### config.mk
export PLATFORM = sky130hd
export DESIGN_NAME = if_fetch_stage_flat
export DESIGN_NICKNAME = d
export VERILOG_FILES = /design/src/rtl/riscv_pkg.sv /design/src/rtl/if_fetch_stage_if.sv /design/src/rtl/if_fetch_stage_pc_next_sel.sv /design/src/rtl/if_fetch_stage.sv /design/src/flat_wrapper.sv
export SDC_FILE = /design/constraint.sdc
export NUM_CORES = 1
export LEC_CHECK = 0
export CAP_MARGIN = 0
export CELL_PAD_IN_SITES_DETAIL_PLACEMENT = 0
export CELL_PAD_IN_SITES_GLOBAL_PLACEMENT = 1
export CORE_MARGIN = 2
export CORE_UTILIZATION = 24
export CTS_CLUSTER_SIZE = 28
export DETAILED_ROUTE_END_ITERATION = 16
export PLACE_DENSITY_LB_ADDON = 0.1
export SYNTH_ARGS = -nofsm -noshare
export SYNTH_HDL_FRONTEND = slang
export SYNTH_SLANG_ARGS = --single-unit
### constraint.sdc
create_clock -name clk -period 6.1 [get_ports clk]
set_input_delay 1.525 -clock clk [delete_from_list [all_inputs] [get_ports clk]]
set_output_delay 1.525 -clock clk [all_outputs]
set_load 0.02 [all_outputs]
### src/rtl/riscv_pkg.sv
// Shared RISC-V core constants: NOP encoding, major opcodes and fetch-stage state type.
// Used by if_fetch_stage (optional misalignment trap selected with IF_MISALIGN_CHECK_EN).
package riscv_pkg;

    localparam logic [31:0] NOP_INSTR = 32'h0000_0013;

    localparam logic [6:0] OP_LOAD   = 7'b0000011;
    localparam logic [6:0] OP_STORE  = 7'b0100011;
    localparam logic [6:0] OP_RTYPE  = 7'b0110011;
    localparam logic [6:0] OP_BRANCH = 7'b1100011;

    typedef enum logic [1:0] {
        ST_FETCH = 2'd0,
        ST_WAIT  = 2'd1,
        ST_VALID = 2'd2,
        ST_FAULT = 2'd3
    } fetch_state_t;

endpackage

### src/rtl/if_fetch_stage_if.sv
// Fetch-stage bus bundle: imem request/grant/response plus the decode valid/ready, redirect and flush.
// master = fetch stage side, slave = memory/decode environment side.
interface if_fetch_stage_if #(
    parameter int XLEN = 32
);
    logic            imem_req;
    logic [XLEN-1:0] imem_addr;
    logic            imem_gnt;
    logic            imem_rvalid;
    logic [31:0]     imem_rdata;

    logic [31:0]     instr;
    logic [XLEN-1:0] instr_pc;
    logic            instr_valid;
    logic            instr_ready;

    logic            branch;
    logic            zero;
    logic [XLEN-1:0] branch_target;
    logic            flush;
    logic [XLEN-1:0] flush_pc;
    logic            fetch_fault;

    modport master (
        output imem_req, imem_addr, instr, instr_pc, instr_valid, fetch_fault,
        input  imem_gnt, imem_rvalid, imem_rdata, instr_ready,
               branch, zero, branch_target, flush, flush_pc
    );

    modport slave (
        input  imem_req, imem_addr, instr, instr_pc, instr_valid, fetch_fault,
        output imem_gnt, imem_rvalid, imem_rdata, instr_ready,
               branch, zero, branch_target, flush, flush_pc
    );
endinterface

### src/rtl/if_fetch_stage_pc_next_sel.sv
// Next-PC mux: flush > taken branch > pc+4; combinational, no backpressure.
// IF_MISALIGN_CHECK_EN: flag misaligned targets; otherwise the low two bits are forced to zero.
module pc_next_sel #(
    parameter int XLEN = 32
) (
    input  logic [XLEN-1:0] pc,
    input  logic            flush,
    input  logic [XLEN-1:0] flush_pc,
    input  logic            taken,
    input  logic [XLEN-1:0] branch_target,
    output logic [XLEN-1:0] next_pc,
    output logic            misaligned
);

    logic [XLEN-1:0] raw_pc;

    always_comb begin
        raw_pc = pc + XLEN'(4);
        if (flush) begin
            raw_pc = flush_pc;
        end else if (taken) begin
            raw_pc = branch_target;
        end
    end

`ifdef IF_MISALIGN_CHECK_EN
    assign next_pc    = raw_pc;
    assign misaligned = |raw_pc[1:0];
`else
    assign next_pc    = raw_pc & ~XLEN'(3);
    assign misaligned = 1'b0;
`endif

endmodule

### src/rtl/if_fetch_stage.sv
// Instruction fetch: one outstanding imem request, result held to decode under valid/ready; 3-cycle peak loop.
// Decode backpressure holds instr/instr_pc in VALID; flush overrides everything (IF_MISALIGN_CHECK_EN adds FAULT).
module if_fetch_stage
    import riscv_pkg::*;
#(
    parameter int              XLEN     = 32,
    parameter logic [XLEN-1:0] RESET_PC = '0
) (
    input  logic               clk,
    input  logic               rst_n,
    if_fetch_stage_if.master   bus
);

    fetch_state_t    state;
    logic [XLEN-1:0] pc;
    logic [31:0]     instr_q;
    logic [XLEN-1:0] instr_pc_q;
    logic            instr_valid_q;
    logic            fetch_fault_q;
    logic            drop;
    logic            drop_fault;
    logic            run;

    logic            imem_req;
    logic [XLEN-1:0] next_pc;
    logic            misaligned;

    // run keeps the request low until the first clock after reset release
    assign imem_req         = run & (state == ST_FETCH);
    assign bus.imem_req     = imem_req;
    assign bus.imem_addr    = pc;
    assign bus.instr        = instr_q;
    assign bus.instr_pc     = instr_pc_q;
    assign bus.instr_valid  = instr_valid_q;
    assign bus.fetch_fault  = fetch_fault_q;

    pc_next_sel #(.XLEN(XLEN)) u_pc_next_sel (
        .pc            (pc),
        .flush         (bus.flush),
        .flush_pc      (bus.flush_pc),
        .taken         (bus.branch & bus.zero),
        .branch_target (bus.branch_target),
        .next_pc       (next_pc),
        .misaligned    (misaligned)
    );

    always_ff @(posedge clk or negedge rst_n) begin
        if (!rst_n) begin
            state         <= ST_FETCH;
            pc            <= RESET_PC;
            instr_q       <= NOP_INSTR;
            instr_pc_q    <= RESET_PC;
            instr_valid_q <= 1'b0;
            fetch_fault_q <= 1'b0;
            drop          <= 1'b0;
            drop_fault    <= 1'b0;
            run           <= 1'b0;
        end else begin
            run <= 1'b1;
            case (state)
                ST_FETCH: begin
                    if (bus.flush) begin
                        pc <= next_pc;
                        if (imem_req && bus.imem_gnt) begin
                            // already granted: the response must still be swallowed
                            drop       <= 1'b1;
                            drop_fault <= misaligned;
                            state      <= ST_WAIT;
                        end else begin
                            fetch_fault_q <= misaligned;
                            state         <= misaligned ? ST_FAULT : ST_FETCH;
                        end
                    end else if (imem_req && bus.imem_gnt) begin
                        state <= ST_WAIT;
                    end
                end
                ST_WAIT: begin
                    if (bus.flush) begin
                        pc <= next_pc;
                        if (bus.imem_rvalid) begin
                            drop          <= 1'b0;
                            fetch_fault_q <= misaligned;
                            state         <= misaligned ? ST_FAULT : ST_FETCH;
                        end else begin
                            drop       <= 1'b1;
                            drop_fault <= misaligned;
                        end
                    end else if (bus.imem_rvalid) begin
                        if (drop) begin
                            drop          <= 1'b0;
                            fetch_fault_q <= drop_fault;
                            state         <= drop_fault ? ST_FAULT : ST_FETCH;
                        end else begin
                            instr_q       <= bus.imem_rdata;
                            instr_pc_q    <= pc;
                            instr_valid_q <= 1'b1;
                            state         <= ST_VALID;
                        end
                    end
                end
                ST_VALID: begin
                    // next_pc already prefers flush_pc over the branch redirect
                    if (bus.flush || bus.instr_ready) begin
                        instr_valid_q <= 1'b0;
                        pc            <= next_pc;
                        fetch_fault_q <= misaligned;
                        state         <= misaligned ? ST_FAULT : ST_FETCH;
                    end
                end
                ST_FAULT: begin
                    if (bus.flush) begin
                        pc <= next_pc;
                        if (!misaligned) begin
                            fetch_fault_q <= 1'b0;
                            state         <= ST_FETCH;
                        end
                    end
                end
                default: state <= ST_FETCH;
            endcase
        end
    end

endmodule

### src/flat_wrapper.sv
// flat-port wrapper written by rule: the top's interface ports become plain ports
module if_fetch_stage_flat import riscv_pkg::*;
#(
    parameter int              XLEN     = 32,
    parameter logic [XLEN-1:0] RESET_PC = '0
)
  (clk, rst_n, bus_imem_req, bus_imem_addr, bus_instr, bus_instr_pc, bus_instr_valid, bus_fetch_fault, bus_imem_gnt, bus_imem_rvalid, bus_imem_rdata, bus_instr_ready, bus_branch, bus_zero, bus_branch_target, bus_flush, bus_flush_pc);
  if_fetch_stage_if #(.XLEN(XLEN)) bus_i ();
  input  logic clk;
  input  logic rst_n;
  output wire logic [$bits(bus_i.imem_req)-1:0] bus_imem_req;
  output wire logic [$bits(bus_i.imem_addr)-1:0] bus_imem_addr;
  output wire logic [$bits(bus_i.instr)-1:0] bus_instr;
  output wire logic [$bits(bus_i.instr_pc)-1:0] bus_instr_pc;
  output wire logic [$bits(bus_i.instr_valid)-1:0] bus_instr_valid;
  output wire logic [$bits(bus_i.fetch_fault)-1:0] bus_fetch_fault;
  input wire logic [$bits(bus_i.imem_gnt)-1:0] bus_imem_gnt;
  input wire logic [$bits(bus_i.imem_rvalid)-1:0] bus_imem_rvalid;
  input wire logic [$bits(bus_i.imem_rdata)-1:0] bus_imem_rdata;
  input wire logic [$bits(bus_i.instr_ready)-1:0] bus_instr_ready;
  input wire logic [$bits(bus_i.branch)-1:0] bus_branch;
  input wire logic [$bits(bus_i.zero)-1:0] bus_zero;
  input wire logic [$bits(bus_i.branch_target)-1:0] bus_branch_target;
  input wire logic [$bits(bus_i.flush)-1:0] bus_flush;
  input wire logic [$bits(bus_i.flush_pc)-1:0] bus_flush_pc;
  assign bus_imem_req = bus_i.imem_req;
  assign bus_imem_addr = bus_i.imem_addr;
  assign bus_instr = bus_i.instr;
  assign bus_instr_pc = bus_i.instr_pc;
  assign bus_instr_valid = bus_i.instr_valid;
  assign bus_fetch_fault = bus_i.fetch_fault;
  assign bus_i.imem_gnt = bus_imem_gnt;
  assign bus_i.imem_rvalid = bus_imem_rvalid;
  assign bus_i.imem_rdata = bus_imem_rdata;
  assign bus_i.instr_ready = bus_instr_ready;
  assign bus_i.branch = bus_branch;
  assign bus_i.zero = bus_zero;
  assign bus_i.branch_target = bus_branch_target;
  assign bus_i.flush = bus_flush;
  assign bus_i.flush_pc = bus_flush_pc;
  if_fetch_stage #(.XLEN(XLEN), .RESET_PC(RESET_PC)) u_core (.clk(clk), .rst_n(rst_n), .bus(bus_i));
endmodule
Word level (Yosys, flattened, before mapping). Index checks and enable logic that the tools add are counted.

Add/sub/neg operators: 1. Multipliers: 0. Div/mod/pow operators: 0. Order comparisons: 0. Eq/ne operators: 17. Shift operators: 0. Mux-type cells: 39. Bitwise gates (word level): 4. Reductions and logical operators: 13.

Operators with widths (count): $mux 32 (4); $pmux 32 s2 (1); $add 32x3->32 const B (1); $mux 1 (20); $mux 2 (9); $ne 2x2->1 const B (9); $reduce_and 4->1 (3); $reduce_and 5->1 (2); $pmux 2 s4 (1); $ne 3x3->1 const B (2); $pmux 1 s2 (3); $reduce_and 6->1 (1); $eq 2x2->1 const B (2); $ne 2x1->1 const B (2); $pmux 1 s4 (1); $reduce_bool 2->1 (2); $ne 3x2->1 const B (1); $reduce_or 3->1 (1); $and 1x1->1 (2); $eq 2x1->1 const B (1); $logic_not 2->1 (1); $not 1->1 (2); $reduce_and 2->1 (1); $logic_and 1x1->1 (1); $logic_or 1x1->1 (1).

Register bits: 103. Latch bits: 0. RAM bits: 0. Memory bits (read-only): 0. Logic and storage cells: 83. Memories kept: 0.

Logic depth before layout (Yosys ltp).
Word-level depth: 6. Depth in mapped cells: 8. Mapped depth without buffers: 6.

By module. From an unflattened synthesis, not the netlist that was laid out.

Cells, all modules: 437. Area, all modules: 5450.2 µm².

Modules (own cells, without submodules): if_fetch_stage (times used 1, cells each 260, area each 4275.4 µm²); pc_next_sel (times used 1, cells each 177, area each 1174.9 µm²).

Least setup slack after synthesis. OpenSTA, ideal clock, no wires.

Kind: input port to flip-flop. From: in bus_flush. To: reg u_core.instr_q[27], in the netlist u_core.bus.instr[27]. Setup time: 125 ps. Data arrival time: 2883 ps. Slack: 3092 ps. Stages on the path: 6. Path buffers: 3. Cells stage by stage: buf_2 > nor2_1 > nand3_1 > clkbuf_1 > clkbuf_1 > mux2_2.

Word-level cells in the longest chain between the ends: 2.

RTL lines: start: declaration (RTL line flat_wrapper.sv:24) `input wire logic [$bits(bus_i.flush)-1:0] bus_flush;`; $not 1->1 (no line); $reduce_and 4->1 (no line); end signal: assignment (RTL line if_fetch_stage.sv:94) `instr_q <= bus.imem_rdata;`; end: declaration (RTL line if_fetch_stage.sv:16) `logic [31:0] instr_q;`.

Every way passes these cells. A chain may end at the register's enable or synchronous reset.

Final worst setup path.
From: in bus_instr_ready. To: reg u_core.pc[20], in the netlist u_core.bus.imem_addr[20].

Word-level cells in the longest chain between the ends: 3.

RTL lines: start: declaration (RTL line flat_wrapper.sv:20) `input wire logic [$bits(bus_i.instr_ready)-1:0] bus_instr_ready;`; $logic_or 1x1->1 (RTL line if_fetch_stage.sv:103) `if (bus.flush || bus.instr_ready) begin`; $ne 2x1->1 (no line); $reduce_and 2->1 (no line); end signal: assignment (RTL line if_fetch_stage.sv:79) `pc <= next_pc;`; end signal: assignment (RTL line if_fetch_stage.sv:105) `pc <= next_pc;`; end signal: assignment (RTL line if_fetch_stage.sv:112) `pc <= next_pc;`; end: declaration (RTL line if_fetch_stage.sv:15) `logic [XLEN-1:0] pc;`.

Every way passes these cells.

==> impl_metrics.ini <==
[floorplan]
dieWidth_um = 147
ios = 203
start_util_pct = 24.3
core-area_mm2 = 0.0201
dieArea_mm2 = 0.0215
die_h_um = 147
row_count = 52

[yosys]
synthArstFlopShare_pct = 100
netlist.area_leader.share_pct = 48.2
ys_seq_elements = 97
synth_area_mm2 = 0.00488
synth_flop_cell = dfrtp_1
synth_common_cells = 94 x dfrtp_1, 59 x mux2_2, 44 x a21oi_1
synth_edf_count = 0
syn_area_per_cell_um2 = 10.3
synth_cell_types = 54
yosys_warnings = 0
ys_top_cells_by_area = dfrtp_1 48%, mux2_2 14%, a21oi_1 4.5%
synth.most_common_cell = dfrtp_1
seq_area_frac_synth_pct = 49.8
yosys.area.top_type = dfrtp_1
syn_inst = 474

[finish]
layout-area-overhead-vs-synth_pct = 50.5
fillers = 2022
fin_util_pct = 36.6
nets = 758
antenna_cells = 0
drive_above_1_share_pct = 14.1

[critical_path]
cp-end-kind = register
crit_type = primary input to register
cp.arrival_ns = 3.69
cp-start-kind = primary input
critPathMaxFanout = 16
cp_data_required_time_ns = 6.34

[min_path]
hold_class = register to register

[clocking]
path_clk_slew_ns = 0.07
cts_resized = 0
ctsHtreeMaxLevel = 3
cts-buffers-inserted = 9
clock_latency_ns = 0.35
clk_path_buf_depth = 2
clock_sinks = 97
hold_buffers = 0
clockRootBuffer = clkbuf_16
post_cts.repair.setup_buffers = 0
cts_tree = built

[sta]
max_freq_ghz = 0.289
setup_viol_count_final = 0
hold_slack_ns = 0.505
setup_tns_ns = 0
slew_headroom_pct = 35.9
min_period_ns = 3.46
hold_viol = 0
skew_ns = 0.00883
slew_viol_final = 0
worstMarginPinSlew_ns = 0.961
rsz0062_at_grt = false
fin_crit_sh_pct = 56.7

[detailed_routing]
wire_per_inst_um = 17.4
vias_per_cell = 4.70
via_count = 4357
wl_um = 16100
route.detailed.drc = 0
firstDrtPassIters = 4
ant_nets = 0
drt_iter0_markers = 178

[placed_design]
hpwlAfterDp_um = 11200
place_congestion = 0.751
port_buffers = 193

[grt]
grt_usage_pct = 15.0
grt_max_degree = 73
antenna_found_initial = 0
grt_pass1_wl_um = 25000
overflow = 0
grt_pass1_vias = 4470

[flow_run]
max_cap_viol_count = 0

[status]
status = completed

[pwr]
powerDensity_mw_per_mm2 = 375
p_leak_uw = 0.00293
peakVddDrop_mv = 0.194
[cells by family after synthesis]
kind of cell / synth area share, %
fa+ha+maj: 0.256
xor+xnor: 1.61
flops: 49.8
buf+inv: 3.74
compound gates: 13.0
mux: 14.6
simple gates: 16.8
other cells: 0.154
[registers in the layout, summed over array words and instances, names as in the netlist]
signal                  flops
u_core.bus.imem_addr       30
u_core.bus.instr           32
u_core.bus.instr_pc        30
u_core.bus.instr_valid      1
u_core.drop                 1
u_core.run                  1
u_core.state                2
[path summary, 6_finish.rpt]
check	start	end	slack, ns	depth (start not counted)
worst max-delay path	bus_instr_ready	u_core.bus.imem_addr[20]	2.64	6
worst min-delay path	u_core.bus.instr[14]	u_core.bus.instr[14]	0.51	1
worst max register to register	u_core.bus.imem_addr[3]	u_core.bus.imem_addr[30]	3.39	6
worst min register to register	u_core.bus.instr[14]	u_core.bus.instr[14]	0.51	1
max in group asynchronous	rst_n	u_core.bus.instr_pc[22]	3.75	2
min in group asynchronous	rst_n	u_core.bus.instr[29]	1.15	1
[stage by stage]
stage | power [µW] | instance area, µm² | cells | worst slack (ns)
global route | 2920 | 7350 | 928 | 2.48
finish | 2760 | 7350 | 928 | 2.64
detailed placement | 2200 | 7060 | 912 | 2.25
global placement | 2180 | 7060 | 912 | 2.28
CTS | 2800 | 7350 | 928 | 2.61
floorplan | 1580 | 4900 | 478 | 3.09
[final cells by class]
type | instances | area [µm²] | area share, %
multi-input combinational | 340 | 2300 | 31.2
timing repair buffer | 199 | 1970 | 26.8
sequential | 97 | 2430 | 33.1
inverter | 6 | 22.5 | 0.306
clock buffer | 14 | 254 | 3.46
clock inverter | 2 | 37.5 | 0.511
tap | 270 | 338 | 4.60
[metal layers]
metal	part of all wire [%]	global-route usage [%]	routed length [µm]
met5	0	0	0
met4	1.7	4.61	266
met3	7.9	5.25	1280
met2	47	24.3	7520
met1	44	18.9	7050
[cell usage in the layout, fill, tap and decap left out, types with 5 or more instances in the layout]
cell and n:
and3_1 8, inv_1 6, dfrtp_1 94, buf_4 7, o21ai_0 25, nor3_1 22, mux2i_1 5, a31oi_1 6
clkbuf_16 9, a21o_1 6, nand2_1 39, conb_1 6, nand4_1 8, xnor2_1 5, nand3_1 14, nor2_1 27
mux2_2 59, clkdlybuf4s50_1 191, a21oi_1 44
[critical path, cell delays in order]
cell             delay, ns
clkdlybuf4s50_1       0.51
and3b_1               0.67
buf_4                 0.33
nor2_1                0.18
a21o_1                0.25
a22o_1                0.22
[power by group]
| part | total (µW) | internal, µW | switching [µW] | leakage (µW) |
|---|---|---|---|---|
| registers | 1030 | 877 | 149 | 0.00118 |
| clock network | 584 | 331 | 254 | 0.000137 |
| logic | 1150 | 619 | 528 | 0.00161 |
| total | 2760 | 1830 | 930 | 0.00293 |
Note: power is estimated with default switching activity, not from simulation.
